`config.mk`:
```
export PLATFORM = sky130hd
export DESIGN_NAME = wordle_game_ctrl
export DESIGN_NICKNAME = d
export VERILOG_FILES = /design/src/rtl/wordle_game_ctrl_pkg.sv /design/src/rtl/wordle_eval_unit.sv /design/src/rtl/wordle_game_ctrl.sv
export SDC_FILE = /design/constraint.sdc
export NUM_CORES = 1
export LEC_CHECK = 0
export CAP_MARGIN = 20
export CORE_UTILIZATION = 34
export DETAILED_ROUTE_END_ITERATION = 12
export GPL_TIMING_DRIVEN = 0
export SLEW_MARGIN = 15
export SYNTH_ARGS = -nofsm -noshare
export SYNTH_HDL_FRONTEND = slang
export SYNTH_SLANG_ARGS = --single-unit
export TNS_END_PERCENT = 50
```
`constraint.sdc`:
```
create_clock -name Clk -period 7.1 [get_ports Clk]
set_input_delay 1.42 -clock Clk [delete_from_list [all_inputs] [get_ports Clk]]
set_output_delay 1.42 -clock Clk [all_outputs]
set_load 0.1 [all_outputs]
```
`src/rtl/wordle_game_ctrl_pkg.sv`:
```
// Shared constants, types and letter helpers for the Wordle game controller.
package wordle_game_ctrl_pkg;

  localparam int unsigned WORD_LEN = 5;
  localparam int unsigned NUM_ROWS = 6;
  localparam int unsigned LTR_W    = 5;

  typedef logic [LTR_W-1:0] letter_t;
  typedef logic [1:0]       color_t;

  localparam color_t  CLR_EMPTY  = 2'b00;
  localparam color_t  CLR_GRAY   = 2'b01;
  localparam color_t  CLR_YELLOW = 2'b10;
  localparam color_t  CLR_GREEN  = 2'b11;

  localparam letter_t LTR_A = 5'd0;
  localparam letter_t LTR_Z = 5'd25;

  typedef enum logic [2:0] {
    ST_IDLE,
    ST_ENTRY,
    ST_EVAL_G,
    ST_EVAL_Y,
    ST_CHECK,
    ST_WIN,
    ST_LOSE
  } state_t;

  function automatic letter_t ltr_inc(input letter_t l);
    return (l >= LTR_Z) ? LTR_A : letter_t'(l + 5'd1);
  endfunction

  function automatic letter_t ltr_dec(input letter_t l);
    return (l == LTR_A || l > LTR_Z) ? LTR_Z : letter_t'(l - 5'd1);
  endfunction

endpackage

```
`src/rtl/wordle_eval_unit.sv`:
```
// Guess evaluator: one green pass, then one yellow/gray decision per letter.
module wordle_eval_unit
  import wordle_game_ctrl_pkg::*;
(
  input  logic                      i_clk,
  input  logic                      i_rst_n,
  input  logic                      i_start,
  input  logic [WORD_LEN*LTR_W-1:0] i_guess,
  input  logic [WORD_LEN*LTR_W-1:0] i_answer,
  output logic [2*WORD_LEN-1:0]     o_color,
  output logic                      o_done
);

  logic [WORD_LEN-1:0]   w_green;
  logic [WORD_LEN-1:0]   w_claim;
  logic                  w_found;
  logic                  w_cur_green;
  letter_t               w_cur;
  logic [WORD_LEN-1:0]   r_used;
  logic [2*WORD_LEN-1:0] r_color;
  logic [2:0]            r_idx;
  logic                  r_busy;

  // Exact position matches between guess and answer.
  always_comb begin
    w_green = '0;
    for (int unsigned i = 0; i < WORD_LEN; i++)
      w_green[3'(i)] = (i_guess[i*LTR_W +: LTR_W] == i_answer[i*LTR_W +: LTR_W]);
  end

  // Lowest unused answer position holding the current guess letter.
  always_comb begin
    w_cur       = '0;
    w_cur_green = 1'b0;
    w_found     = 1'b0;
    w_claim     = '0;
    for (int unsigned i = 0; i < WORD_LEN; i++) begin
      if (32'(r_idx) == i) begin
        w_cur       = i_guess[i*LTR_W +: LTR_W];
        w_cur_green = w_green[3'(i)];
      end
    end
    for (int unsigned j = 0; j < WORD_LEN; j++) begin
      if (!w_found && !r_used[3'(j)] && (i_answer[j*LTR_W +: LTR_W] == w_cur)) begin
        w_found         = 1'b1;
        w_claim[3'(j)]  = 1'b1;
      end
    end
  end

  // Green pass on start, then walk the letters marking yellow or gray.
  always_ff @(posedge i_clk or negedge i_rst_n) begin
    if (!i_rst_n) begin
      r_used  <= '0;
      r_color <= '0;
      r_idx   <= '0;
      r_busy  <= 1'b0;
    end else if (i_start) begin
      r_used <= w_green;
      r_idx  <= '0;
      r_busy <= 1'b1;
      for (int unsigned i = 0; i < WORD_LEN; i++)
        r_color[2*i +: 2] <= w_green[3'(i)] ? CLR_GREEN : CLR_EMPTY;
    end else if (r_busy) begin
      if (!w_cur_green) begin
        r_used <= r_used | w_claim;
        for (int unsigned i = 0; i < WORD_LEN; i++)
          if (32'(r_idx) == i)
            r_color[2*i +: 2] <= w_found ? CLR_YELLOW : CLR_GRAY;
      end
      if (r_idx == 3'(WORD_LEN-1)) r_busy <= 1'b0;
      else                         r_idx  <= r_idx + 3'd1;
    end
  end

  assign o_color = r_color;
  assign o_done  = r_busy && (r_idx == 3'(WORD_LEN-1));

endmodule

```
`src/rtl/wordle_game_ctrl.sv`:
```
// Wordle sequencing controller: letter entry, guess evaluation, board storage.
module wordle_game_ctrl
  import wordle_game_ctrl_pkg::*;
(
  input  logic                      Clk,
  input  logic                      reset,
  input  logic                      Start,
  input  logic                      Ack,
  input  logic                      U,
  input  logic                      D,
  input  logic                      L,
  input  logic                      R,
  input  logic                      C,
  input  logic [WORD_LEN*LTR_W-1:0] answer,
  input  logic [2:0]                rd_row,
  input  logic [2:0]                rd_col,
  output logic [LTR_W-1:0]          rd_letter,
  output logic [1:0]                rd_color,
  output logic [2:0]                cur_row,
  output logic [2:0]                cur_col,
  output logic                      q_I,
  output logic                      q_Entry,
  output logic                      q_Eval,
  output logic                      q_Win,
  output logic                      q_Lose,
  output logic [2:0]                guesses
);

  state_t                    r_state, w_next;
  letter_t                   r_letter [NUM_ROWS][WORD_LEN];
  color_t                    r_color  [NUM_ROWS][WORD_LEN];
  logic [WORD_LEN*LTR_W-1:0] r_answer;
  logic [2:0]                r_row, r_col, r_guesses;
  logic [WORD_LEN*LTR_W-1:0] w_guess;
  logic [2*WORD_LEN-1:0]     w_eval_color;
  logic                      w_eval_done;
  logic                      w_win;

  wordle_eval_unit u_eval (
    .i_clk    (Clk),
    .i_rst_n  (reset),
    .i_start  (r_state == ST_EVAL_G),
    .i_guess  (w_guess),
    .i_answer (r_answer),
    .o_color  (w_eval_color),
    .o_done   (w_eval_done)
  );

  // Current row letters as a packed guess; win when every colour is green.
  always_comb begin
    w_guess = '0;
    w_win   = 1'b1;
    for (int unsigned i = 0; i < WORD_LEN; i++) begin
      w_guess[i*LTR_W +: LTR_W] = r_letter[r_row][3'(i)];
      if (w_eval_color[2*i +: 2] != CLR_GREEN) w_win = 1'b0;
    end
  end

  // State register.
  always_ff @(posedge Clk or negedge reset) begin
    if (!reset) r_state <= ST_IDLE;
    else        r_state <= w_next;
  end

  // Next-state logic.
  always_comb begin
    w_next = r_state;
    case (r_state)
      ST_IDLE:   if (Start) w_next = ST_ENTRY;
      ST_ENTRY:  if (C) w_next = ST_EVAL_G;
      ST_EVAL_G: w_next = ST_EVAL_Y;
      ST_EVAL_Y: if (w_eval_done) w_next = ST_CHECK;
      ST_CHECK: begin
        if (w_win)                            w_next = ST_WIN;
        else if (r_row == 3'(NUM_ROWS-1))     w_next = ST_LOSE;
        else                                  w_next = ST_ENTRY;
      end
      ST_WIN, ST_LOSE: if (Ack) w_next = ST_IDLE;
      default:   w_next = ST_IDLE;
    endcase
  end

  // Board, cursor, answer latch and guess counter.
  // Evaluator colours are registered, so the row is copied one cycle behind;
  // the copy made in CHECK carries the final colours.
  always_ff @(posedge Clk or negedge reset) begin
    if (!reset) begin
      r_answer  <= '0;
      r_row     <= '0;
      r_col     <= '0;
      r_guesses <= '0;
      for (int unsigned i = 0; i < NUM_ROWS; i++)
        for (int unsigned j = 0; j < WORD_LEN; j++) begin
          r_letter[3'(i)][3'(j)] <= LTR_A;
          r_color[3'(i)][3'(j)]  <= CLR_EMPTY;
        end
    end else begin
      case (r_state)
        ST_IDLE: if (Start) begin
          r_answer  <= answer;
          r_row     <= '0;
          r_col     <= '0;
          r_guesses <= '0;
          for (int unsigned i = 0; i < NUM_ROWS; i++)
            for (int unsigned j = 0; j < WORD_LEN; j++) begin
              r_letter[3'(i)][3'(j)] <= LTR_A;
              r_color[3'(i)][3'(j)]  <= CLR_EMPTY;
            end
        end
        ST_ENTRY: begin
          if (C)      ;
          else if (U) r_letter[r_row][r_col] <= ltr_inc(r_letter[r_row][r_col]);
          else if (D) r_letter[r_row][r_col] <= ltr_dec(r_letter[r_row][r_col]);
          else if (R) begin
            if (r_col != 3'(WORD_LEN-1)) r_col <= r_col + 3'd1;
          end else if (L) begin
            if (r_col != 3'd0) r_col <= r_col - 3'd1;
          end
        end
        ST_EVAL_Y, ST_CHECK: begin
          for (int unsigned i = 0; i < WORD_LEN; i++)
            r_color[r_row][3'(i)] <= w_eval_color[2*i +: 2];
          if (r_state == ST_CHECK) begin
            r_guesses <= r_guesses + 3'd1;
            if (!w_win && r_row != 3'(NUM_ROWS-1)) begin
              r_row <= r_row + 3'd1;
              r_col <= '0;
            end
          end
        end
        default: ;
      endcase
    end
  end

  // Asynchronous renderer read port with out-of-range guard.
  always_comb begin
    rd_letter = LTR_A;
    rd_color  = CLR_EMPTY;
    if (rd_row < 3'(NUM_ROWS) && rd_col < 3'(WORD_LEN)) begin
      rd_letter = r_letter[rd_row][rd_col];
      rd_color  = r_color[rd_row][rd_col];
    end
  end

  assign cur_row = r_row;
  assign cur_col = r_col;
  assign guesses = r_guesses;
  assign q_I     = (r_state == ST_IDLE);
  assign q_Entry = (r_state == ST_ENTRY);
  assign q_Eval  = (r_state == ST_EVAL_G) || (r_state == ST_EVAL_Y) || (r_state == ST_CHECK);
  assign q_Win   = (r_state == ST_WIN);
  assign q_Lose  = (r_state == ST_LOSE);

endmodule

```
; ---- Word level (Yosys, flattened, before mapping)
; Index checks and enable logic that the tools add are counted.
[totals]
wordCells = 314
regBits = 266
output_inout_bits = 21
inputBits = 40
[classes]
n_addsub = 7
n_bitwise = 5
n_mux = 120
reduce_logical = 56
n_lt_le_gt_ge = 10
n_eq_ne = 43
[ops]
columns = operator, count
row1 = $mux W150, 4
row2 = $bwmux W150, 2
row3 = $bwmux W60, 5
row4 = $pmux W150 S2, 1
row5 = $bmux W25 S3, 2
row6 = $demux W10 S3, 5
row7 = $mux W25, 5
row8 = $pmux W60 S2, 1
row9 = $mux W5, 16
row10 = $demux W25 S3, 1
row11 = $mux W3, 22
row12 = $mux W10, 6
row13 = $mux W60, 1
row14 = $eq A5 B5 Y1, 10
row15 = $bmux W10 S3, 1
row16 = $bmux W5 S3, 2
row17 = $mux W2, 15
row18 = $ne A2 B2 Y1 const B, 13
row19 = $mux W1, 22
row20 = $pmux W3 S6, 1
row21 = $reduce_and A3 Y1, 6
row22 = $ge A4 B4 Y1 const B, 4
row23 = $not A3 Y4, 4
row24 = $reduce_bool A2 Y1, 8
row25 = 32 further kinds, 84

; ---- Longest topological paths before layout
; Gate-level depths: netlist (run 1).
[depth]
word_depth = 33
mapped_depth = 16
mapped_depth_nobuf = 12

; ---- By module
; A second synthesis (run 1) with hierarchy kept.
[hier_totals]
hier_cells = 1681
area_unflattened_um2 = 15795.1
[by_module_without_submodules]
columns = module, n_inst, seq_area_each_um2, area_per_inst_um2, cells_each
row1 = wordle_game_ctrl, 1, 6180.9, 13594.3, 1424
row2 = wordle_eval_unit, 1, 475.5, 2200.9, 257

; ---- Worst setup path after synthesis (run 1)
; No wires, ideal clock.
[synth_timing]
path_type = input -> output
startpoint = input rd_row[0]
endpoint = output rd_letter[0]
path_buffers = 3
cell_stages = 6
path_slack_ps = 738
required_time_ps = 5680
arrival_ps = 4942
path_cell_list = clkbuf_1 -> buf_1 -> buf_1 -> mux4_2 -> mux2i_1 -> o21ai_0
[synth_between]
elab_chain_cells = 8
elab_cells_between_ends = 10
cone_classes = 1 x order compare / 7 x mux / 1 x bitwise / 1 x reduce/logical
[synth_lines]
columns = item, line_no
row1 = start: declaration, wordle_game_ctrl.sv:15  ; input logic [2:0] rd_row,
row2 = $not A3 Y4 (not written as such), wordle_game_ctrl.sv:141  ; rd_letter = r_letter[rd_row][rd_col];
row3 = $bmux W25 S3, wordle_game_ctrl.sv:141
row4 = $mux W25 (not written as such) (2 in a row), wordle_game_ctrl.sv:141
row5 = $bmux W5 S3, wordle_game_ctrl.sv:141
row6 = $mux W5 (not written as such) (2 in a row), wordle_game_ctrl.sv:141
row7 = $mux W5 (*), wordle_game_ctrl.sv:140  ; if (rd_row < 3'(NUM_ROWS) && rd_col < 3'(WORD_LEN)) begin
row8 = end: declaration, wordle_game_ctrl.sv:17  ; output logic [LTR_W-1:0] rd_letter,
; Every way passes the cells marked *; elsewhere a longest branch is shown, timed or not. The select of a mux whose other input is x is not followed.

; ---- Final worst setup path (run 1)
[layout_timing]
startpoint = input rd_row[0]
endpoint = output rd_color[0]
[layout_between]
elab_chain_cells = 8
elab_cells_between_ends = 10
cone_classes = 1 x order compare / 7 x mux / 1 x bitwise / 1 x reduce/logical
[layout_lines]
columns = item, line_no
row1 = $not A3 Y4 (not written as such), wordle_game_ctrl.sv:142  ; rd_color = r_color[rd_row][rd_col];
row2 = $bmux W10 S3, wordle_game_ctrl.sv:142
row3 = $mux W10 (not written as such) (2 in a row), wordle_game_ctrl.sv:142
row4 = $bmux W2 S3, wordle_game_ctrl.sv:142
row5 = $mux W2 (not written as such) (2 in a row), wordle_game_ctrl.sv:142
row6 = $mux W2 (*), wordle_game_ctrl.sv:140
row7 = end: declaration, wordle_game_ctrl.sv:18  ; output logic [1:0] rd_color,
; Marked as above.

==> metrics.md, run 1 <==
| Metric | Value |
|---|---|
| GPL Wtd Cong | 1.07 |
| Starting Density | 34.7% |
| GRT overflow | 0 |
| Number of nets still failing antenna checks after routing | 0 |
| Synth Area in Adders | 0.998% |
| Worst slew pin tran | 1.21 ns |
| Clock group share of total power | 21.5% |
| Post-Synth XOR/XNOR Area | 2.00% |
| Hold slack | 0.505 ns |
| Yosys top cell area share | 42.1% |
| Status | completed |
| Clk slew on worst S/H paths | 0.05 ns |
| Mapped Area | 15,800 sq um |
| DRC viols | 0 |
| Cell area power density | 420 nW/um^2 |
| Top delay family on crit path | buffers and inverters |
| Met3 GRT Util | 5.61% |
| CTS tree | built |
| Combinational share of power | 50.5% |
| Routed vias/inst | between 6 and 7 |
| Main synth FF type | dfrtp_1 |
| Peak Freq | about 0.14 GHz |
| Critical-path top delay cell | clkdlybuf4s50_1 |
| Clock skew | 0.0382 ns |
| Sequential Power Share | ~28% |
| Hold Path End | r_letter[65] |
| Initial antenna violation count | 0 |
| CTS Sinks | 266 |
| Data required time of the worst path | 5.68 ns |
| Final setup violation count | 0 |
| Switching share of power | 47.0% |
| Compound-Gate Fraction of Synth Area | 20.6% |
| CTS H-tree lvls | 1 |
| Global Route met2 Usage | 37.9% |
| Crit path kind | in -> out |
| Met1 Use GR | 36.5% |
| Root buf cell | clkbuf_16 |
| Critical Path Max Stage Delay | 1.20 ns |
| CP arrival | roughly 5.6 ns |
| Cts hold-fix bufs | 0 |
| Pint | 4.07 mW |
| Critical Path Start | rd_row[0] |
| Top Ports | 61 |
| Post-CTS Setup Bufs | 0 |
| Max cap viols | 0 |
| Wirelength per Cell | 25.7 microns |
| Number of synthesized flops with an enable pin | 0 |
| CP Max Fanout | 10 |
| R2R Path Start | cur_row[0] |
| Flop2flop setup slack | 2.07 ns |
| Post-synth cell types | 86 |
| Fin crit share | 98.4% |
| Rows | 78 |
| Most used routing layer | met2 |
| Cell taking the most area after synthesis | dfrtp_1 |
| Pre-Repair DR Iteration Count | 7 |
| Mux contribution to synthesized area | 14.3% |
| VDD IR-drop max | 0.190 mV |
| Post-synth net total | 1,747 |
| Routed wire length | 62,000 microns |
| Core Box Area | approximately 46,000 sq um |
| Rel. slew slack | 19.1% |
| Initial DRC count | roughly 2,000 |
| Seq/Total Area, Yosys | 42.1% |
| Vias | 14,500 |
| Chip Height | between 200 and 250 microns |
| First-pass GRT wire length | between 90,000 and 100,000 microns |
| Nets | 1,843 |
| Worst path bufs/invs | 4 |
| Share of cells above drive strength 1 | 12.1% |
| Cells after synthesis | 1,695 |
| Final core occ | 40.2% |
| Num CTS Buffers | 31 |
| Half-perimeter wire length after placement | 46,200 microns |
| Cell leakage power | 7.46 nW |
| Critical Path, Cell by Cell | clkbuf_1 -> clkdlybuf4s15_1 -> clkdlybuf4s15_1 -> mux2i_1 -> a221oi_1 -> o22ai_1 -> o21ai_0 -> nand2_1 -> o21ai_0 -> clkdlybuf4s50_1 |
| Register bit count reported by yosys | 266 |
| Total GRT Usage | roughly a quarter |
| Synthesized area per cell | 9.32 sq um |
| Largest net degree at the start of global routing | 99 |
| Die area | between 40,000 and 50,000 sq um |
| Top cells by area, synth | dfrtp_1, nand2_1, mux2i_1 |
| Fin. Hold Viols | 0 |
| N_diodes | 0 |
| Most frequent cells after synthesis | nand2_1, dfrtp_1, o21ai_0, mux2i_1, nor2_1 |
| Hold Crit Class | reg -> reg |
| Minimum clock period | 6.99 ns |
| Post-synth ARST share | 100% |
| Setup crit end kind | primary output |
| Clk_lat worst skew | about 0.60 ns |
| Largest family of logic cells by synthesized area | compound AO/OA/AOI/OAI gates |
| Port buffer count | 56 |
| Most frequent cell after synthesis | nand2_1 |
| Pins Over Slew Limit | 0 |
| Area growth, synth to finish | 15.8% |
| Simple-Gate Fraction of Synth Area | between 10% and 20% |
| Net Sw Power | 3.61 mW |
| Die width | 218 microns |
| Worst setup SP type | primary input |
| Clock buffer depth | 3 |
| R2R cell count | 15 |
| Cells on Worst Hold Path | 2 |
| Vias in the first global route | between 10,000 and 15,000 |
| Hold path startpoint | r_letter[65] |
| R2r endpoint | r_letter[29] |
| YS warnings | 0 |
==> layout by cell type (no fill, tap or decap), types with 31 or more instances in the layout <==
cell type and count:
mux2_2 41, clkbuf_1 87, o21ai_0 222, mux2i_1 122, dfrtp_1 266, nor2_1 85, a221oi_1 31, a22o_1 36
clkdlybuf4s50_1 50, nand2_1 334, clkbuf_16 31
==> how the worst max path moves through the flow <==
| stage | slack [ns] | to | depth (start not counted) |
|---|---|---|---|
| final | 0.11 | rd_color[0] | 10 |
| after global routing | -0.006 | rd_color[1] | 10 |
| after floorplan | 0.74 | rd_letter[0] | 6 |
| after detailed placement | 0.0002 | rd_letter[4] | 10 |
| after CTS | 0.01 | rd_letter[3] | 10 |
| after global placement | -7.00 | r_letter[122] | 1 |
==> layout make-up <==
cell class              count  area, sq um
repair buffers             63          668
clock buffers              48          950
multi-input cells        1283         8470
plain buffers             119          608
fillers                  4448        27300
clock inverters             8         98.8
flip-flops and latches    266         6660
inverters                  27          101
well taps                 600          751
==> logic make-up (layout without fill, tap and decap cells) <==
family / count (synthesis) / count (layout)
DFF: 266 / 266
and+or+nand+nor: 558 / 558
muxes: 189 / 189
buffers and inverters: 146 / 265
xor gates and xnor gates: 36 / 36
adders and majority gates: 12 / 12
AOI/OAI and AO/OA: 488 / 488
==> stage by stage <==
step	instance area (sq um)	total power, mW	setup TNS, ns	worst slack, ns	cells
2_1_floorplan	15800	4.63	0	0.738	1695
3_3_place_gp	17100	5.85	-1853.48	-7.00	2351
3_5_place_dp	17200	5.93	0	0.000205	2356
4_1_cts	18300	7.59	0	0.0126	2412
5_1_grt	18300	8.04	-0.00597	-0.00597	2414
6_report	18300	7.68	0	0.111	2414
==> registers in the layout (all words and copies together) (netlist names) <==
register	flops
r_letter	150
r_color	60
r_answer	25
u_eval.o_color	10
u_eval.r_used	5
cur_col	3
cur_row	3
guesses	3
r_state	3
u_eval.r_idx	3
u_eval.r_busy	1
==> layer usage <==
metal	vias to the layer above	wire length, microns
met2	837	26400
met1	7205	26000
li1	6313	-
met5	-	0
met3	156	6300
met4	0	3380
==> worst register-to-register path, cell delays in order, from the launching register on <==
cell and delay, ns:
dfrtp_1 0.48, buf_6 0.20, buf_12 0.17, buf_12 0.19, mux2_2 0.36, a222oi_1 1.01, o32a_2 0.36, nand4_4 0.20
inv_1 0.15, ha_1 0.18, nand2_1 0.11, nor2_1 0.11, o2bb2ai_1 0.08, o21ai_0 0.31, clkbuf_1 0.72, o21ai_0 0.22
==> power by group through the flow <==
stage	logic (mW)	clock network, mW	registers, mW
finish	3.88	1.65	2.15
global route	4.12	1.74	2.18
CTS	3.78	1.67	2.14
detailed placement	3.77	0	2.16
global placement	3.69	0	2.16
floorplan	2.49	0	2.14
==> repair_timing <==
| action | CTS | global route |
|---|---|---|
| endpoints found under the hold margin | 0 | 0 |
| endpoints found under the setup margin | 4 | 5 |
| gates resized for setup | 3 | 6 |
No activity file was read; power rests on OpenSTA's default activity.
==> run 2: changes to the inputs <==
--- a/config.mk
+++ b/config.mk
@@ -6,6 +6,7 @@
 export NUM_CORES = 1
 export LEC_CHECK = 0
 export CAP_MARGIN = 20
+export CORE_MARGIN = 2
 export CORE_UTILIZATION = 34
 export DETAILED_ROUTE_END_ITERATION = 12
 export GPL_TIMING_DRIVEN = 0
==> metrics.md, run 2 (synthesis gave the netlist of run 1 again) <==
| Metric | Value |
|---|---|
| Final instance area | 18,300 sq um |
| Nets | between 1,500 and 2,000 |
| Number of flip-flops in the largest register | 150 |
| Worst setup SP type | primary input |
| Combinational share of power | ~50% |
| CTS H-tree lvls | 1 |
| Root buf cell | clkbuf_16 |
| Initial DRC count | 2,019 |
| Most used routing layer | met2 |
| Fin crit share | 99.9% |
| Wirelength per Cell | 25.9 microns |
| Fin. Hold Viols | 0 |
| Total GRT Usage | 25.9% |
| Biggest regs | r_letter: 150 flops, r_color: 60 flops, r_answer: 25 flops |
| Met1 Use GR | a little over a third |
| Peak Freq | 0.141 GHz |
| Pre-Repair DR Iteration Count | 7 |
| Vias in the first global route | 14,000 |
| Die area | 48,200 sq um |
| Worst Slack Setup Final | 0.00808 ns |
| Number of nets still failing antenna checks after routing | 0 |
| Pre-CTS setup slack | -0.0579 ns |
| Met3 GRT Util | under 10% |
| Clock group share of total power | 22.1% |
| Chip Height | between 200 and 250 microns |
| Crit path kind | in -> out |
| Sequential Power Share | 27.7% |
| Share of cells above drive strength 1 | 12.2% |
| CP Max Fanout | 10 |
| Worst slew pin tran | 1.27 ns |
| CTS Sinks | 266 |
| Num CTS Buffers | 31 |
| Global Route met2 Usage | 38.9% |
| Largest net degree at the start of global routing | 98 |
| Area growth, synth to finish | 16.0% |
| N_diodes | 0 |
| Half-perimeter wire length after placement | around 47,000 microns |
| Rows | 78 |
| Pins Over Slew Limit | 0 |
| Top Ports | 61 |
| Vias | 14,600 |
| Routed wire length | 62,600 microns |
| Starting Density | between 30 and 40% |
| Net Sw Power | about 3.6 mW |
| GPL Wtd Cong | 1.02 |
| First-pass GRT wire length | a little over 90,000 microns |
| DP Area | 17,200 sq um |
| CP arrival | approximately 5.7 ns |
| Status | completed |
| Commonest cells after routing, fill and taps aside | nand2_1, dfrtp_1, o21ai_0 |
| RSZ-0062 raised after global routing | yes |
| VDD IR-drop max | 0.211 mV |
| Minimum clock period | 7.09 ns |
| Hold Crit Class | reg -> reg |
| Initial antenna violation count | 1 |
| GRT overflow | 0 |
| Data required time of the worst path | 5.68 ns |
| DRC viols | 0 |
| Switching share of power | 46.7% |
| Rel. slew slack | between 10% and 20% |
| Clock buffer depth | 3 |
| Clock skew | 0.0131 ns |
| Cell area power density | 424 nW/um^2 |
| Clk slew on worst S/H paths | 0.06 ns |
| Largest register by flop count | r_letter |
| Max cap viols | 0 |
| Pint | just over 4 mW |
| Cts hold-fix bufs | 0 |
| Core Box Area | 45,700 sq um |
| Final setup violation count | 0 |
| Clk_lat worst skew | 0.59 ns |
| Cell leakage power | 7.43 nW |
| Setup crit end kind | primary output |
| Die width | roughly 220 microns |
| Routed vias/inst | 6.04 |
| Port buffer count | 56 |
| Most common cell after layout, fill and taps aside | nand2_1 |
| CTS tree | built |
==> run 2: changes by cell type in the layout (fill, tap and decap cells not counted), sizes merged, moves of 2 or more <==
cell           delta
clkbuf            -9
buf               +4
bufinv            +4
clkdlybuf4s50     +3
clkdlybuf4s15     -2
clkinv            +2
clkinvlp          +2
dlymetal6s2s      -2
==> run 2: final timing paths <==
kind	end	start	slack (ns)	cells past startpoint
hold reg to reg	r_letter[28]	r_letter[28]	0.51	2
min in group asynchronous	u_eval.o_color[7]	reset	0.88	1
hold / removal	r_letter[28]	r_letter[28]	0.51	2
max in group asynchronous	r_letter[131]	reset	4.85	3
setup reg to reg	r_letter[144]	cur_row[0]	1.99	15
setup / recovery	rd_letter[1]	rd_row[0]	0.008	10
==> run 2: worst max-delay path: stages <==
cell and delay (ns):
clkbuf_1 0.13, buf_1 0.77, clkbuf_1 0.88, mux2i_1 0.21, a221oi_1 0.38, o221ai_1 0.22, o21ai_0 0.13, nand2_1 0.09
o21ai_0 0.21, clkdlybuf4s50_1 1.21
==> run 2: metrics by stage <==
step                hold slack (ns)  instances  total power [mW]  util, %  TNS [ns]
floorplan                     0.461       1695              4.63        -         0
global placement              0.485       2351              5.85     37.5  -1850.91
detailed placement            0.493       2357              5.94     37.7   -0.0987
CTS                           0.508       2412              7.66     40.1         0
global route                  0.524       2415              8.13     40.1    -0.247
finish                        0.505       2415              7.77     40.1         0
==> run 2: final cells by class <==
type	instances	area, sq um
buffer	119	596
clock inverter	16	244
clock buffer	39	836
sequential	266	6660
multi-input combinational	1283	8470
fill	4535	27300
tap	600	751
inverter	27	101
timing repair buffer	65	677
==> run 2: timing repair <==
item | in CTS | in global routing
gates resized for setup | 1 | 4
cloned | 0 | 0
buffers inserted | 0 | 0
endpoints found under the setup margin | 3 | 6
==> run 2: layer usage <==
metal  vias to the layer above  wire (microns)
met3                       187            6220
li1                       6342               -
met2                       841           26900
met4                         0            3610
met1                      7220           25900
met5                         -               0
==> run 2: power by group through the flow <==
stage          Clock, mW  Combinational [mW]  Sequential (mW)
3_3_place_gp           0                3.69             2.16
5_1_grt             1.80                4.14             2.19
2_1_floorplan          0                2.49             2.14
6_report            1.72                3.89             2.15
4_1_cts             1.73                3.78             2.15
3_5_place_dp           0                3.77             2.17
